<file path="config.mk">
export PLATFORM = sky130hd
export DESIGN_NAME = alu_seq
export DESIGN_NICKNAME = d
export VERILOG_FILES = /design/src/rtl/alu_pkg.sv /design/src/rtl/alu_mul_seq.sv /design/src/rtl/alu_seq.sv
export SDC_FILE = /design/constraint.sdc
export NUM_CORES = 1
export LEC_CHECK = 0
export CORE_MARGIN = 3
export CORE_UTILIZATION = 45
export CTS_CLUSTER_SIZE = 10
export DETAILED_ROUTE_END_ITERATION = 10
export PLACE_DENSITY = 0.78
export SETUP_SLACK_MARGIN = 0.1
export SLEW_MARGIN = 20
export SYNTH_ARGS = -nofsm -noshare
export SYNTH_HDL_FRONTEND = slang
export SYNTH_HIERARCHICAL = 1
export SYNTH_SLANG_ARGS = --single-unit
</file>
<file path="constraint.sdc">
create_clock -name clk -period 2.4 [get_ports clk]
set_input_delay 0.36 -clock clk [delete_from_list [all_inputs] [get_ports clk]]
set_output_delay 0.36 -clock clk [all_outputs]
set_load 0.02 [all_outputs]
</file>
<file path="src/rtl/alu_pkg.sv">
// alu_pkg: definitions shared by the sequential ALU and the CPU controller.
//   - 4-bit opcode map (NOP..HLT, plus SHL/SHR/MUL in the previously unused encodings)
//   - ALU sequencer state encoding (IDLE / MUL_RUN)
package alu_pkg;

    localparam logic [3:0] NOP = 4'b0000;
    localparam logic [3:0] LDO = 4'b0001;
    localparam logic [3:0] LDA = 4'b0010;
    localparam logic [3:0] STO = 4'b0011;
    localparam logic [3:0] PRE = 4'b0100;
    localparam logic [3:0] ADD = 4'b0101;
    localparam logic [3:0] LDM = 4'b0110;
    localparam logic [3:0] ADN = 4'b0111;
    localparam logic [3:0] INC = 4'b1000;
    localparam logic [3:0] DEC = 4'b1001;
    localparam logic [3:0] JMP = 4'b1010;
    localparam logic [3:0] CLR = 4'b1011;
    localparam logic [3:0] SHL = 4'b1100;
    localparam logic [3:0] SHR = 4'b1101;
    localparam logic [3:0] MUL = 4'b1110;
    localparam logic [3:0] HLT = 4'b1111;

    typedef enum logic {
        IDLE    = 1'b0,
        MUL_RUN = 1'b1
    } alu_state_e;

endpackage

</file>
<file path="src/rtl/alu_mul_seq.sv">
// alu_mul_seq: unsigned shift-add multiplier, one partial-product bit per clock.
// Ports:
//   clk, rst       clock and synchronous active-high reset
//   go             load a/b and start (only issued while busy=0)
//   a, b           multiplicand / multiplier, DATA_W bits
//   busy           iterations still outstanding
//   done           high during the cycle whose clock edge retires the final step
//   product        2*DATA_W-bit result; valid (combinationally) while done=1
// The final-step value is exported combinationally so the parent can register it
// on the same edge the last step is taken, keeping the total latency at DATA_W+1.
module alu_mul_seq #(
    parameter int DATA_W = 8
) (
    input  logic                  clk,
    input  logic                  rst,
    input  logic                  go,
    input  logic [DATA_W-1:0]     a,
    input  logic [DATA_W-1:0]     b,
    output logic                  busy,
    output logic                  done,
    output logic [2*DATA_W-1:0]   product
);
    localparam int CNT_W = $clog2(DATA_W + 1);

    logic [2*DATA_W-1:0] mcand_q, mcand_d;
    logic [2*DATA_W-1:0] acc_q, acc_d;
    logic [DATA_W-1:0]   mplier_q, mplier_d;
    logic [CNT_W-1:0]    count_q, count_d;
    logic [2*DATA_W-1:0] acc_step;

    always_comb begin
        acc_step = acc_q + (mplier_q[0] ? mcand_q : '0);
        mcand_d  = mcand_q;
        acc_d    = acc_q;
        mplier_d = mplier_q;
        count_d  = count_q;
        if (go) begin
            mcand_d  = {{DATA_W{1'b0}}, a};
            mplier_d = b;
            acc_d    = '0;
            count_d  = CNT_W'(DATA_W);
        end else if (count_q != '0) begin
            acc_d    = acc_step;
            mcand_d  = mcand_q << 1;
            mplier_d = mplier_q >> 1;
            count_d  = count_q - CNT_W'(1);
        end
    end

    always_ff @(posedge clk) begin
        if (rst) begin
            mcand_q  <= '0;
            acc_q    <= '0;
            mplier_q <= '0;
            count_q  <= '0;
        end else begin
            mcand_q  <= mcand_d;
            acc_q    <= acc_d;
            mplier_q <= mplier_d;
            count_q  <= count_d;
        end
    end

    assign busy    = (count_q != '0);
    assign done    = (count_q == CNT_W'(1));
    assign product = acc_step;

endmodule

</file>
<file path="src/rtl/alu_seq.sv">
// alu_seq: clocked ALU with registered result/flags and a start/busy/done handshake.
// Ports:
//   clk, rst                 clock, synchronous active-high reset
//   start, op, alu_in,       operation launch; all sampled together while busy=0
//   accum, pc_in
//   busy                     multiply in progress
//   done                     one-cycle pulse when alu_out/zero_f/carry_f update
//   alu_out, zero_f, carry_f registered result and flags; hold between operations
// Build option: define ALU_MUL_EN to include the sequential multiplier (opcode MUL).
// Without it, MUL completes in one cycle returning accum with carry clear, and busy=0.
module alu_seq
    import alu_pkg::*;
#(
    parameter int DATA_W = 8,
    parameter int IMM_W  = 4
) (
    input  logic              clk,
    input  logic              rst,
    input  logic              start,
    input  logic [3:0]        op,
    input  logic [DATA_W-1:0] alu_in,
    input  logic [DATA_W-1:0] accum,
    input  logic              pc_in,
    output logic              busy,
    output logic              done,
    output logic [DATA_W-1:0] alu_out,
    output logic              zero_f,
    output logic              carry_f
);
    logic              done_q, done_d;
    logic [DATA_W-1:0] alu_out_q, alu_out_d;
    logic              zero_q, zero_d;
    logic              carry_q, carry_d;

    logic [DATA_W-1:0] imm_ext;
    logic [DATA_W:0]   sum;
    logic [DATA_W-1:0] res;
    logic              res_c;

    // Single-cycle result from the current operands.
    always_comb begin
        imm_ext              = '0;
        imm_ext[IMM_W-1:0]   = alu_in[IMM_W-1:0];
        sum                  = '0;
        res                  = accum;
        res_c                = 1'b0;
        case (op)
            NOP:                res = pc_in ? alu_in : accum;
            LDO, LDA, PRE, JMP: res = alu_in;
            STO, LDM, HLT:      res = accum;
            ADD: begin
                sum          = {1'b0, accum} + {1'b0, alu_in};
                {res_c, res} = sum;
            end
            ADN: begin
                sum          = {1'b0, accum} + {1'b0, imm_ext};
                {res_c, res} = sum;
            end
            INC: begin
                sum          = {1'b0, accum} + (DATA_W + 1)'(1);
                {res_c, res} = sum;
            end
            DEC: begin
                res   = accum - DATA_W'(1);
                res_c = (accum == '0);
            end
            CLR:     res = '0;
            SHL: begin
                res   = {accum[DATA_W-2:0], 1'b0};
                res_c = accum[DATA_W-1];
            end
            SHR: begin
                res   = {1'b0, accum[DATA_W-1:1]};
                res_c = accum[0];
            end
            // MUL: pass accum through when no multiplier is built; otherwise unused.
            default: res = accum;
        endcase
    end

`ifdef ALU_MUL_EN
    alu_state_e          state_q, state_d;
    logic                mul_go;
    logic                mul_busy;
    logic                mul_done;
    logic [2*DATA_W-1:0] mul_product;

    alu_mul_seq #(.DATA_W(DATA_W)) u_mul (
        .clk     (clk),
        .rst     (rst),
        .go      (mul_go),
        .a       (accum),
        .b       (alu_in),
        .busy    (mul_busy),
        .done    (mul_done),
        .product (mul_product)
    );

    always_comb begin
        state_d   = state_q;
        mul_go    = 1'b0;
        done_d    = 1'b0;
        alu_out_d = alu_out_q;
        zero_d    = zero_q;
        carry_d   = carry_q;
        case (state_q)
            IDLE: begin
                if (start) begin
                    if (op == MUL) begin
                        mul_go  = 1'b1;
                        state_d = MUL_RUN;
                    end else begin
                        done_d    = 1'b1;
                        alu_out_d = res;
                        zero_d    = (res == '0);
                        carry_d   = res_c;
                    end
                end
            end
            MUL_RUN: begin
                // mul_done marks the edge on which the counter reaches zero.
                if (mul_done) begin
                    state_d   = IDLE;
                    done_d    = 1'b1;
                    alu_out_d = mul_product[DATA_W-1:0];
                    zero_d    = (mul_product[DATA_W-1:0] == '0);
                    carry_d   = |mul_product[2*DATA_W-1:DATA_W];
                end
            end
            default: state_d = IDLE;
        endcase
    end

    always_ff @(posedge clk) begin
        if (rst) state_q <= IDLE;
        else     state_q <= state_d;
    end

    assign busy = mul_busy;
`else
    always_comb begin
        done_d    = 1'b0;
        alu_out_d = alu_out_q;
        zero_d    = zero_q;
        carry_d   = carry_q;
        if (start) begin
            done_d    = 1'b1;
            alu_out_d = res;
            zero_d    = (res == '0);
            carry_d   = res_c;
        end
    end

    assign busy = 1'b0;
`endif

    always_ff @(posedge clk) begin
        if (rst) begin
            done_q    <= 1'b0;
            alu_out_q <= '0;
            zero_q    <= 1'b0;
            carry_q   <= 1'b0;
        end else begin
            done_q    <= done_d;
            alu_out_q <= alu_out_d;
            zero_q    <= zero_d;
            carry_q   <= carry_d;
        end
    end

    assign done    = done_q;
    assign alu_out = alu_out_q;
    assign zero_f  = zero_q;
    assign carry_f = carry_q;

endmodule

</file>
==> results of run 1 <==
==> metrics by stage <==
step / setup WS [ns] / hold WS (ns) / instance area [um^2]
global route: 0.00307 / 0.489 / 3520
finish: 0.0197 / 0.464 / 3520
detailed placement: -0.592 / 0.466 / 2960
CTS: -0.0588 / 0.471 / 3340
floorplan: 0.107 / 0.545 / 2020
global placement: -0.514 / 0.460 / 2960
==> metal layers <==
metal,routed length [um],vias to the layer above,GRT usage [%]
li1,-,1325,-
met1,3820,1435,43.2
met2,4550,302,56.0
met3,1180,87,6.09
met4,713,0,18.0
met5,0,-,0
==> critical path: cells and delay by family <==
| kind | cells | cell delay (ns) |
|---|---|---|
| compound gates | 5 | 1.23 |
| simple gates | 1 | 0.45 |
| fa+ha+maj | 1 | 0.22 |
| buf+inv | 1 | 0.25 |
==> path summary, 6_finish.rpt <==
path | from | endpoint | slack, ns | cells past startpoint
hold reg to reg | alu_out[7] | alu_out[7] | 0.46 | 2
setup reg to reg | carry_f | carry_f | 1.65 | 2
setup / recovery | accum[3] | zero_f | 0.02 | 8
hold / removal | alu_out[7] | alu_out[7] | 0.46 | 2
==> state kept, by name, indices dropped and copies added (netlist names) <==
| register | flops |
|---|---|
| done | 1 |
| zero_f | 1 |
| alu_out | 8 |
| carry_f | 1 |
==> power groups by stage <==
stage	clock network, mW	registers (mW)	logic [mW]
final	0.188	0.205	0.715
after global routing	0.199	0.205	0.744
after CTS	0.187	0.203	0.612
after detailed placement	0	0.207	0.536
after global placement	0	0.205	0.526
after floorplan	0	0.222	0.269
==> timing repair <==
action / 4_1_cts / 5_1_grt
setup endpoints to repair: 9 / 8
gates resized for setup: 77 / 46
pin swaps: 28 / 34
setup buffers: 20 / 10
gates cloned: 1 / 0
==> cells in the final DEF (no fill, tap or decap), types with 7 or more instances in the layout <==
master           netlist  final
buf_6                  1     10
dfxtp_1               11     11
o21ai_0               15     11
ha_4                   0      7
a21oi_1               17     14
nand2_1               13     13
nor2_1                29     26
inv_1                 11      9
nand3_1                8      8
buf_4                  1    107
clkdlybuf4s50_1        0     15
nor2b_1               10     10
==> kinds of logic (layout without fill, tap and decap cells) <==
group                      count (synthesis)  in the layout
AOI/OAI and AO/OA                         92             92
other                                      1              1
muxes                                      7              7
and+or+nand+nor                          112            112
adders and majority gates                 12             12
xor gates and xnor gates                   6              6
buffers and inverters                     34            164
DFF                                       11             11
==> layout make-up <==
class                           instances  share of cell area [%]
Multi-Input combinational cell        230                    55.2
Timing Repair Buffer                  149                    34.3
Sequential cell                        11                    6.25
Tap cell                               50                    1.78
Clock buffer                            4                    1.28
Inverter                               11                    1.17
==> flow_metrics.env, run 1 <==
export IMPL_drive_above_1_share_pct=46.4
export IMPL_synthMuxAreaShare_pct=3.61
export IMPL_antenna_found_initial=0
export IMPL_start_util_pct=48.0
export IMPL_min_period_over_period_pct=99.2
export IMPL_path_cells="clkdlybuf4s15_1 > ha_4 > a211o_1 > a32o_1 > a2111o_1 > or4_4 > o2bb2ai_4 > o31ai_2"
export IMPL_drtIter0Drc=608
export IMPL_cp_arrival_ns=2.53
export IMPL_cts_tree="yes"
export IMPL_dpl_cell_count=422
export IMPL_synth_edf_count=0
export IMPL_io_pins=36
export IMPL_ir_worst_vdd_mv=0.377
export IMPL_power_frac_comb_pct=64.6
export IMPL_drt_wl_total_um=10300
export IMPL_yosys_warnings=6
export IMPL_start_kind="input pin"
export IMPL_remaining_drc_errors=0
export IMPL_post_dp_hpwl_um=5910
export IMPL_syn_inst=275
export IMPL_clk_path_buf_depth=2
export IMPL_drv_cap=0
export IMPL_antenna_left=0
export IMPL_cts_root_buffer="clkbuf_8"
export IMPL_max_freq_mhz=420
export IMPL_crit_type="input pin to register"
export IMPL_max_stage_delay_ns=0.45
export IMPL_endpoint_kind="register"
export IMPL_synth_xor_area_share_pct=2.66
export IMPL_io_buffers=34
export IMPL_yosys_area_share_adder_pct=7.98
export IMPL_drt_first_pass_iters=7
export IMPL_rows=23
export IMPL_synth_top_family_by_area="compound AO/OA/AOI/OAI gates"
export IMPL_hold_buffers=0
export IMPL_track_usage_pct=34.4
export IMPL_rsz0062_at_grt="true"
export IMPL_synth_area_leaders="dfxtp_1 11%, ha_1 7.0%, nor2_1 5.5%, a21oi_1 4.3%, o21ai_0 3.8%"
export IMPL_ff_latch_area_um2=220
export IMPL_hold_violations=0
export IMPL_seqPwrFrac_pct=18.5
export IMPL_yosysMostFrequentCell="nor2_1"
export IMPL_die_y_um=72.2
export IMPL_power_density_nw_per_um2=314
export IMPL_h_tree_depth=1
export IMPL_power_mw=1.11
export IMPL_fin_tns_setup_ns=0
export IMPL_synth_top_area_share_pct=11.2
export IMPL_swShare_pct=39.7
export IMPL_clock_sinks=11
export IMPL_final_cells=455
export IMPL_overflow=0
export IMPL_synth_cell_area_um2=1970
export IMPL_syn_to_final_growth_pct=78.4
export IMPL_status="completed"
export IMPL_synth_main_ff_cell="dfxtp_1"
export IMPL_setup_viol=0
export IMPL_synth_commonest_cells="29 x nor2_1, 17 x a21oi_1, 16 x clkbuf_1"
export IMPL_grt_pass1_wl_um=14300
export IMPL_power_share_clock_pct=17.0
export IMPL_slew_violations=0
export IMPL_ys_types=68
export IMPL_critPathSlowestCell="or4_4"
export IMPL_hold_class="register to register"
export IMPL_routedWlPerCell_um=22.5
export IMPL_grt_pass1_vias=2929
export IMPL_fin_worst_skew_ns=0
export IMPL_ys_seq_area_share_pct=11.2
export IMPL_via_count=3149
export IMPL_gp_congestion=1.01
export IMPL_fillerInstances=209
export IMPL_multiInputGateArea_um2=1940
export IMPL_synth_top_area_cell="dfxtp_1"
export IMPL_via_per_inst=6.92
export IMPL_critPathMaxFanout=2
export IMPL_synth_avg_cell_area_um2=7.18
export IMPL_finish_net_count=442
export IMPL_dieWidth_um=72.2
export IMPL_required_ns=2.55
export IMPL_leakagePower_nw=1.51
export IMPL_ys_async_sr_fraction_pct=0
export IMPL_period_minus_slack_ns=2.38
export IMPL_ys_ff_latch=11
export IMPL_dieArea_um2=5220
export IMPL_synthSimpleGateAreaFrac_pct=33.0
export IMPL_power_switching_mw=0.439
export IMPL_clk_latency_ns=0.23
export IMPL_grt_start_max_net_pins=16
export IMPL_synth_compound_area_share_pct=34.2
export IMPL_fp_coreArea_um2=4120
export IMPL_fin_util_pct=85.6
export IMPL_cts_reportedPaths_clkPinSlew_ns=0.05
export IMPL_numCtsBuffers=3
export IMPL_antenna_cells=0
export IMPL_internal_power_mw=0.668
export IMPL_syn_nets=311
Note: power is estimated with default switching activity, not from simulation.
==> inputs of run 2 (changes only) <==
--- a/config.mk
+++ b/config.mk
@@ -5,7 +5,7 @@
 export SDC_FILE = /design/constraint.sdc
 export NUM_CORES = 1
 export LEC_CHECK = 0
-export CORE_MARGIN = 3
+export CORE_MARGIN = 2
 export CORE_UTILIZATION = 45
 export CTS_CLUSTER_SIZE = 10
 export DETAILED_ROUTE_END_ITERATION = 10
==> flow_metrics.env, run 2 (synthesized netlist as in run 1, its figures left out) <==
export IMPL_finish_net_count=440
export IMPL_antenna_left=0
export IMPL_via_per_inst=6.85
export IMPL_track_usage_pct=32.9
export IMPL_power_mw=1.10
export IMPL_remaining_drc_errors=0
export IMPL_clock_sinks=11
export IMPL_overflow=0
export IMPL_fin_util_pct=81.1
export IMPL_post_place_ws_ns=-0.608
export IMPL_grt_pass1_wl_um=13100
export IMPL_grt_start_max_net_pins=16
export IMPL_start_kind="input pin"
export IMPL_hold_violations=0
export IMPL_start_util_pct=46.0
export IMPL_crit_type="input pin to register"
export IMPL_clk_latency_ns=0.23
export IMPL_io_pins=36
export IMPL_period_minus_slack_ns=2.38
export IMPL_power_frac_comb_pct=64.1
export IMPL_power_switching_mw=0.433
export IMPL_cts_tree="yes"
export IMPL_critPathMaxFanout=4
export IMPL_swShare_pct=39.5
export IMPL_hold_slack_ns=0.479
export IMPL_drtIter0Drc=464
export IMPL_numCtsBuffers=3
export IMPL_h_tree_depth=1
export IMPL_drt_first_pass_iters=6
export IMPL_antenna_found_initial=0
export IMPL_largest_register_ffs=8
export IMPL_internal_power_mw=0.663
export IMPL_post_dp_hpwl_um=5880
export IMPL_gp_congestion=0.972
export IMPL_ir_worst_vdd_mv=0.319
export IMPL_fin_area_um2=3480
export IMPL_endpoint_kind="register"
export IMPL_hold_class="register to register"
export IMPL_required_ns=2.56
export IMPL_setup_slack_ns=0.0195
export IMPL_status="completed"
export IMPL_drv_cap=0
export IMPL_rows=24
export IMPL_cp_arrival_ns=2.54
export IMPL_drt_wl_total_um=9800
export IMPL_fillerInstances=232
export IMPL_dieArea_um2=4930
export IMPL_routedWlPerCell_um=21.5
export IMPL_clk_path_buf_depth=2
export IMPL_seqPwrFrac_pct=18.5
export IMPL_rsz0062_at_grt="true"
export IMPL_cts_root_buffer="clkbuf_8"
export IMPL_slew_violations=0
export IMPL_via_count=3115
export IMPL_fin_worst_skew_ns=0
export IMPL_dieWidth_um=70.2
export IMPL_io_buffers=34
export IMPL_max_freq_mhz=420
export IMPL_cts_reportedPaths_clkPinSlew_ns=0.05
export IMPL_final_common_cell="buf_4"
export IMPL_placed_cell_area_um2=2990
export IMPL_drive_above_1_share_pct=45.7
export IMPL_leakagePower_nw=1.51
export IMPL_antenna_cells=0
export IMPL_grt_pass1_vias=2792
export IMPL_power_share_clock_pct=17.4
export IMPL_min_period_over_period_pct=99.2
export IMPL_fp_coreArea_um2=4290
export IMPL_hold_buffers=0
export IMPL_setup_viol=0
export IMPL_die_y_um=70.2
export IMPL_power_density_nw_per_um2=314
export IMPL_syn_to_final_growth_pct=76.4
export IMPL_layout_common_cells="101 x buf_4, 25 x nor2_1, 15 x clkdlybuf4s50_1, 15 x buf_6"
==> run 2: final cells by class <==
class	count	area [um^2]	share of cell area, %
Timing Repair Buffer	147	1190	34.2
Sequential cell	11	220	6.32
Inverter	11	41.3	1.19
Tap cell	52	65.1	1.87
Clock buffer	4	45.0	1.29
Multi-Input combinational cell	230	1920	55.2
==> run 2: final timing paths <==
check                                start         end  slack, ns  cells past startpoint
worst max-delay path                 op[3]  alu_out[5]       0.02                     10
worst max register to register  alu_out[6]  alu_out[6]       1.66                      2
worst min register to register  alu_out[7]  alu_out[7]       0.48                      2
worst min-delay path            alu_out[7]  alu_out[7]       0.48                      2
==> run 2: repair_timing <==
item,4_1_cts,5_1_grt
buffers inserted,17,8
endpoints found under the setup margin,9,7
resized for setup,65,66
pin swaps,18,29
==> run 2: metrics by stage <==
stage	cells	setup TNS [ns]
floorplan	275	0
global placement	427	-3.36
detailed placement	427	-3.79
CTS	448	-0.113
global route	455	-0.0703
finish	455	0
==> run 2: layer usage <==
metal  routed length, um  global-route usage (%)
met1                3630                    40.6
met2                4340                    54.0
met3                1150                    6.64
met4                 678                    16.2
met5                   0                       0
==> run 2: worst max-delay path, stage by stage <==
cell,delay (ns)
buf_8,0.10
buf_6,0.11
or4bb_4,0.54
or4b_4,0.53
mux2i_2,0.19
or3_1,0.14
o32a_1,0.21
buf_4,0.14
nand3_2,0.07
a21oi_2,0.14
==> run 2: power groups by stage <==
| stage | clock [mW] | sequential, mW | combinational, mW |
|---|---|---|---|
| floorplan | 0 | 0.222 | 0.269 |
| global placement | 0 | 0.206 | 0.527 |
| detailed placement | 0 | 0.206 | 0.537 |
| CTS | 0.191 | 0.202 | 0.605 |
| global route | 0.199 | 0.204 | 0.729 |
| finish | 0.190 | 0.203 | 0.702 |
